### src/rtl/bignum_pkg.sv
// Shared definitions for the bignum datapath blocks.
// Provides default word/number widths, the byte-packer state type and an
// index-width helper that stays legal for single-entry ranges.
package bignum_pkg;

  localparam int unsigned REGISTER_SIZE_DEF = 32;
  localparam int unsigned BITS_IN_NUM_DEF   = 4096;

  typedef enum logic {
    FILLING  = 1'b0,
    DRAINING = 1'b1
  } packer_state_t;

  // Bits needed to index n entries; never less than one bit.
  function automatic int unsigned idx_width(input int unsigned n);
    return (n > 1) ? $clog2(n) : 1;
  endfunction

endpackage

### src/rtl/byte_lane_assembler.sv
// Assembles accepted bytes little-endian into one REGISTER_SIZE-bit word.
// Ports:
//   clk_in, rst_in   clock, asynchronous active-low reset
//   i_byte           byte to insert
//   i_accept         byte handshake (valid && ready) this cycle
//   o_last_lane_c    combinational: next accepted byte completes a word
//   o_word           assembled word, valid while o_word_valid is high
//   o_word_valid     one-cycle pulse after the final byte of a word
module byte_lane_assembler
  import bignum_pkg::*;
#(
  parameter int unsigned REGISTER_SIZE = REGISTER_SIZE_DEF
) (
  input  logic                     clk_in,
  input  logic                     rst_in,
  input  logic [7:0]               i_byte,
  input  logic                     i_accept,
  output logic                     o_last_lane_c,
  output logic [REGISTER_SIZE-1:0] o_word,
  output logic                     o_word_valid
);

  localparam int unsigned BYTES_PER_WORD = REGISTER_SIZE / 8;
  localparam int unsigned LANE_W         = idx_width(BYTES_PER_WORD);
  localparam logic [LANE_W-1:0] LAST_LANE = LANE_W'(BYTES_PER_WORD - 1);

  logic [LANE_W-1:0]        r_lane;
  logic [REGISTER_SIZE-1:0] r_shift;
  logic                     r_word_valid;

  assign o_last_lane_c = (r_lane == LAST_LANE);
  assign o_word        = r_shift;
  assign o_word_valid  = r_word_valid;

  // New bytes enter at the top and move down, so byte 0 ends in bits [7:0].
  // The shift register itself is the word output: it cannot change before
  // the pulse is consumed because the next byte arrives at least one cycle later.
  always_ff @(posedge clk_in or negedge rst_in) begin
    if (!rst_in) begin
      r_lane       <= '0;
      r_shift      <= '0;
      r_word_valid <= 1'b0;
    end else begin
      r_word_valid <= i_accept && o_last_lane_c;
      if (i_accept) begin
        r_shift <= (r_shift >> 8) | (REGISTER_SIZE'(i_byte) << (REGISTER_SIZE - 8));
        r_lane  <= o_last_lane_c ? '0 : r_lane + LANE_W'(1);
      end
    end
  end

endmodule

### src/rtl/byte_packer.sv
// Packs a serial byte stream into REGISTER_SIZE-bit words, buffers one full
// BITS_IN_NUM-bit number, then streams the words out with valid/ready/last.
// Ports:
//   clk_in, rst_in            clock, asynchronous active-low reset
//   data_in/valid_in/ready_out  byte input handshake
//   data_out/valid_out/ready_in word output handshake
//   last_out                  marks word NUM_BLOCKS-1
module byte_packer
  import bignum_pkg::*;
#(
  parameter int unsigned REGISTER_SIZE = REGISTER_SIZE_DEF,
  parameter int unsigned BITS_IN_NUM   = BITS_IN_NUM_DEF
) (
  input  logic                     clk_in,
  input  logic                     rst_in,
  input  logic [7:0]               data_in,
  input  logic                     valid_in,
  output logic                     ready_out,
  output logic [REGISTER_SIZE-1:0] data_out,
  output logic                     valid_out,
  input  logic                     ready_in,
  output logic                     last_out
);

  localparam int unsigned NUM_BLOCKS = BITS_IN_NUM / REGISTER_SIZE;
  localparam int unsigned IDX_W      = idx_width(NUM_BLOCKS);
  localparam int unsigned CNT_W      = $clog2(NUM_BLOCKS + 1);
  localparam logic [IDX_W-1:0] LAST_IDX = IDX_W'(NUM_BLOCKS - 1);
  localparam logic [CNT_W-1:0] RD_ALL   = CNT_W'(NUM_BLOCKS);

  packer_state_t            r_state;
  packer_state_t            w_state_nxt;
  logic                     r_ready;
  logic                     w_ready_nxt;
  logic [IDX_W-1:0]         r_wr_idx;
  logic [CNT_W-1:0]         r_rd_cnt;
  logic [REGISTER_SIZE-1:0] r_mem [NUM_BLOCKS];
  logic [REGISTER_SIZE-1:0] r_data_out;
  logic                     r_valid_out;
  logic                     r_last_out;

  logic                     w_accept;
  logic                     w_last_lane;
  logic [REGISTER_SIZE-1:0] w_word;
  logic                     w_word_valid;
  logic [IDX_W-1:0]         w_fill_idx;
  logic                     w_last_byte;
  logic                     w_wr_last;
  logic [IDX_W-1:0]         w_rd_addr;
  logic                     w_load;
  logic                     w_fire;
  logic                     w_drain_done;

  assign ready_out = r_ready;
  assign data_out  = r_data_out;
  assign valid_out = r_valid_out;
  assign last_out  = r_last_out;

  assign w_accept = valid_in && r_ready;

  byte_lane_assembler #(
    .REGISTER_SIZE(REGISTER_SIZE)
  ) u_assembler (
    .clk_in       (clk_in),
    .rst_in       (rst_in),
    .i_byte       (data_in),
    .i_accept     (w_accept),
    .o_last_lane_c(w_last_lane),
    .o_word       (w_word),
    .o_word_valid (w_word_valid)
  );

  // Index of the word the current byte belongs to; accounts for a write
  // still pending from the previous word (matters for 8-bit words).
  assign w_fill_idx   = w_word_valid ? r_wr_idx + IDX_W'(1) : r_wr_idx;
  assign w_last_byte  = w_accept && w_last_lane && (w_fill_idx == LAST_IDX);
  assign w_wr_last    = w_word_valid && (r_wr_idx == LAST_IDX);

  // Prefetch: reload the output register whenever it is empty or being taken.
  assign w_rd_addr    = r_rd_cnt[IDX_W-1:0];
  assign w_load       = (r_state == DRAINING) && (r_rd_cnt != RD_ALL) &&
                        (!r_valid_out || ready_in);
  assign w_fire       = r_valid_out && ready_in;
  assign w_drain_done = w_fire && r_last_out;

  // State register.
  always_ff @(posedge clk_in or negedge rst_in) begin
    if (!rst_in) r_state <= FILLING;
    else         r_state <= w_state_nxt;
  end

  // Next-state logic.
  always_comb begin
    w_state_nxt = r_state;
    case (r_state)
      FILLING:  if (w_wr_last)    w_state_nxt = DRAINING;
      DRAINING: if (w_drain_done) w_state_nxt = FILLING;
      default:                    w_state_nxt = FILLING;
    endcase
  end

  // Output logic: ready drops as soon as the final byte is taken so nothing
  // of the next number slips in before the last word is written.
  always_comb begin
    w_ready_nxt = 1'b0;
    case (r_state)
      FILLING:  w_ready_nxt = !(w_last_byte || w_wr_last);
      DRAINING: w_ready_nxt = w_drain_done;
      default:  w_ready_nxt = 1'b0;
    endcase
  end

  always_ff @(posedge clk_in or negedge rst_in) begin
    if (!rst_in) r_ready <= 1'b0;
    else         r_ready <= w_ready_nxt;
  end

  // Word buffer write port (no reset so it maps onto a RAM).
  always_ff @(posedge clk_in) begin
    if (w_word_valid) r_mem[r_wr_idx] <= w_word;
  end

  // Write and read counters.
  always_ff @(posedge clk_in or negedge rst_in) begin
    if (!rst_in) begin
      r_wr_idx <= '0;
      r_rd_cnt <= '0;
    end else begin
      if (w_word_valid) r_wr_idx <= w_wr_last ? '0 : r_wr_idx + IDX_W'(1);
      if (w_drain_done) r_rd_cnt <= '0;
      else if (w_load)  r_rd_cnt <= r_rd_cnt + CNT_W'(1);
    end
  end

  // Output register doubles as the buffer read register.
  always_ff @(posedge clk_in or negedge rst_in) begin
    if (!rst_in) begin
      r_data_out  <= '0;
      r_valid_out <= 1'b0;
      r_last_out  <= 1'b0;
    end else if (w_load) begin
      r_data_out  <= r_mem[w_rd_addr];
      r_valid_out <= 1'b1;
      r_last_out  <= (w_rd_addr == LAST_IDX);
    end else if (w_fire) begin
      r_valid_out <= 1'b0;
      r_last_out  <= 1'b0;
    end
  end

endmodule
### config.mk
export PLATFORM = sky130hd
export DESIGN_NAME = byte_packer
export DESIGN_NICKNAME = d
export VERILOG_FILES = /design/src/rtl/bignum_pkg.sv /design/src/rtl/byte_lane_assembler.sv /design/src/rtl/byte_packer.sv
export SDC_FILE = /design/constraint.sdc
export NUM_CORES = 2
export LEC_CHECK = 0
export BUFFER_PORTS_ARGS = -buffer_cell sky130_fd_sc_hd__buf_4
export CAP_MARGIN = 10
export CORE_MARGIN = 1.5
export CORE_UTILIZATION = 55
export CTS_CLUSTER_SIZE = 30
export DETAILED_ROUTE_END_ITERATION = 12
export GPL_ROUTABILITY_DRIVEN = 0
export MAX_ROUTING_LAYER = met4
export PLACE_DENSITY = 0.7
export SYNTH_ARGS = -nofsm -noshare
export SYNTH_HDL_FRONTEND = slang
export SYNTH_HIERARCHICAL = 1
export SYNTH_SLANG_ARGS = --single-unit
### constraint.sdc
create_clock -name clk_in -period 12.21 [get_ports clk_in]
set_clock_uncertainty 0.05 [all_clocks]
set_input_delay 0 -clock clk_in [delete_from_list [all_inputs] [get_ports clk_in]]
set_output_delay 0 -clock clk_in [all_outputs]
set_load 0.05 [all_outputs]
==> reports/results.tsv <==
stage	metric	value	unit
run_status	outcome	completed	
timing	tightest_slew	1.49	ns
finish	multi_input_area	33700	µm²
finish	drive_gt1_share	25.5	%
clock_network	clk_pin_slew	0.06	ns
synthesis	yosys.area_share.adder	0.0391	%
floorplan	ioPinCount	47	
routing	vias	81300	
clock_network	clkSinkCount	4182	
flow_run	cap_viol_max_count	0	
timing	maxSlewViolCount	0	
worst_setup_path	start_kind	register	
placement	port_buffers	46	
synthesis	ys_ff_latch	4182	
floorplan	core_area	289000	µm²
timing	period_share	45.0	%
clock_network	cts_made_buffers	406	
clock_network	cts_buffer_depth	4	
routing	dr.pass1.iters	6	
floorplan	row_count	197	
finish	most-common-layout-cells	4,096 x edfxtp_1, 823 x mux4_2, 558 x mux2i_1, 413 x clkbuf_16, 319 x buf_4	
finish	fin_cells	11900	
clock_network	clock_latency	0.94	ns
synthesis	synth_cell_types	74	
floorplan	dieHeight	542	µm
timing	setup_viol	0	
synthesis	synthMuxAreaShare	15.7	%
routing	vias_per_cell	6.83	
global_route	antenna_found_initial	36	
global_route	grt_start_max_net_pins	134	
synthesis	avgSynthCellArea	21.8	µm²
synthesis	ys_seq_area_share	78.2	%
placement	dp.cells	11100	
worst_setup_path	arrival	6.24	ns
global_route	grt_pass1_vias	79700	
finish	final_nets	7696	
routing	ant_nets	0	
synthesis	synth_compound_area_share	3.05	%
routing	drc	0	
timing	hold_viol	0	
clock_network	htreeDepth	5	
routing	wl_per_cell	37.2	µm
clock_network	tritoncts	yes	
synthesis	synth_fp_nets	7343	
global_route	grt_pass1_wl	617	mm
clock_network	post-cts-setup-buffers	0	
synthesis	synthFlopType	edfxtp_1	
synthesis	netlist_instances	7326	
routing	drtIter0Drc	14600	
floorplan	die_w	542	µm
synthesis	synth_edf_count	4096	
synthesis	ys_warn_count	6	
finish	fillers	19000	
power_and_ir_drop	p_leak	58.0	nW
floorplan	start_util	55.4	%
power_and_ir_drop	peakVddDrop	0.212	mV
worst_setup_path	critPathKind	reg -> reg	
synthesis	async_flop_share	2.06	%
floorplan	die_area	294000	µm²
synthesis	synth-xor-area-share	0.0602	%
synthesis	synth_top_family_by_area	multiplexers	
timing	fmax	0.182	GHz
finish	regArea	125000	µm²
routing	routed_wl	443	mm
global_route	grtUsageTotal	31.1	%
global_route	grt_overflow_total	0	
timing	slew_headroom	0.384	%
worst_setup_path	worstPathRequired	12.96	ns
timing	period_minus_slack	5.50	ns
worst_setup_path	crit_path_max_fanout	47	
synthesis	syn_area	160000	µm²
hold_path	hold_class	in -> reg	
placement	dpl.hpwl	244	mm
finish	final_common_cell	edfxtp_1	
synthesis	synth-simple-area-share	1.48	%
worst_setup_path	crit_path_end_kind	register	
power_and_ir_drop	power.density	238	nW/µm²
clock_network	root_buffer	clkbuf_16	
finish	synthToLayoutAreaGrowth	12.4	%
timing	tns	0	ns
timing	rsz0062_at_grt	false	
[final cells by class]
cell class	count	share of cell area, %
inverter	8	0.0243
timing repair buffer	362	1.65
tap	3880	2.70
clock buffer	522	6.10
antenna	15	0.0209
multi-input combinational	2719	18.7
sequential	4182	69.7
clock inverter	222	1.11
[registers in the layout, summed over array words and instances, names as in the netlist]
name and count:
r_mem 4096, data_out 32, u_assembler/o_word 32, r_rd_cnt 8
r_wr_idx 7, u_assembler/r_lane 2, last_out 1, r_state 1
ready_out 1, u_assembler/o_word_valid 1, valid_out 1
[worst paths after layout]
check | start | endpoint | slack, ns | cells past startpoint
worst max register to register | r_rd_cnt[0] | data_out[19] | 6.71 | 9
worst min-delay path | ready_in | valid_out | 0.06 | 4
worst min register to register | r_rd_cnt[7] | r_rd_cnt[7] | 0.51 | 2
min in group asynchronous | rst_in | u_assembler/o_word[21] | 0.15 | 4
worst max-delay path | r_rd_cnt[0] | data_out[19] | 6.71 | 9
max in group asynchronous | rst_in | r_rd_cnt[4] | 9.90 | 5
[routing by layer]
| layer | part of all wire, % | vias to the layer above | track usage, % | routed length (µm) |
|---|---|---|---|---|
| li1 | - | 31700 | - | - |
| met1 | 36 | 43100 | 42.4 | 161000 |
| met2 | 47 | 5632 | 46.3 | 207000 |
| met3 | 12 | 912 | 6.24 | 52900 |
| met4 | 5.1 | 0 | 13.4 | 22800 |
| met5 | 0 | - | - | 0 |
[timing repair]
item,in CTS,in global routing
gates resized for setup,0,0
endpoints found under the hold margin,72,0
hold buffers,21,0
[where the power goes]
group          internal (mW)  switching, mW
Sequential              17.6           1.24
Combinational           4.13           7.45
Clock                   6.99           5.29
[through the flow]
stage          hold slack (ns)  power (mW)  setup slack (ns)  utilization (%)  cell area [µm²]
6_report                0.0597        42.7              6.71             62.3           180000
5_1_grt                 0.0888        43.8              6.34             62.3           180000
4_1_cts                 0.0114        42.7              6.57             62.3           180000
3_5_place_dp           -0.0695        30.6              6.56             57.7           167000
3_3_place_gp           -0.0719        30.3              4.70             57.6           166000
2_1_floorplan           -0.346        25.8              8.26                -           160000
[cell families (layout without fill, tap and decap cells)]
| family | Yosys count | after routing |
|---|---|---|
| AND/OR/NAND/NOR | 522 | 522 |
| multiplexers | 1460 | 1460 |
| XOR/XNOR | 11 | 11 |
| AO/OA/AOI/OAI | 721 | 721 |
| buffers and inverters | 425 | 1114 |
| adder cells (fa/ha/maj) | 5 | 5 |
| other | 0 | 15 |
| flip-flops | 4182 | 4182 |
[cells in the mapped netlist, drive strengths merged (5+ instances only)]
library cell | number | area (µm²)
edfxtp | 4096 | 123000
mux4 | 823 | 18500
mux2i | 558 | 5590
buf | 282 | 1810
o22ai | 241 | 1510
nor2 | 178 | 668
nand2 | 143 | 537
clkbuf | 135 | 507
o21ai | 115 | 576
nor3 | 89 | 450
dfrtp | 86 | 2150
mux2 | 79 | 998
a21oi | 68 | 340
a22oi | 60 | 450
a211oi | 39 | 293
o221ai | 38 | 333
o211ai | 29 | 218
nand3 | 28 | 140
a221oi | 21 | 184
a22o | 20 | 175
nand4 | 15 | 93.8
a41oi | 14 | 123
nor2b | 14 | 87.6
and2 | 12 | 75.1
a31oi | 11 | 68.8
a32oi | 10 | 87.6
xnor2 | 9 | 78.8
a221o | 8 | 80.1
nand2b | 8 | 50.1
o211a | 8 | 80.1
inv | 7 | 26.3
nor4b | 7 | 61.3
o2111a | 7 | 78.8
ha | 5 | 62.6
nor4 | 5 | 31.3
o31ai | 5 | 37.5
[critical path, stage by stage (launching register included)]
cell and delay [ns]:
dfrtp_4 0.84, buf_4 0.73, buf_4 0.80, buf_4 0.89, mux4_2 0.60, mux2_2 0.33, nand2_1 0.09, a41oi_1 0.40
nor3_1 0.39, nor3_1 0.10
Note: power is estimated with default switching activity, not from simulation.
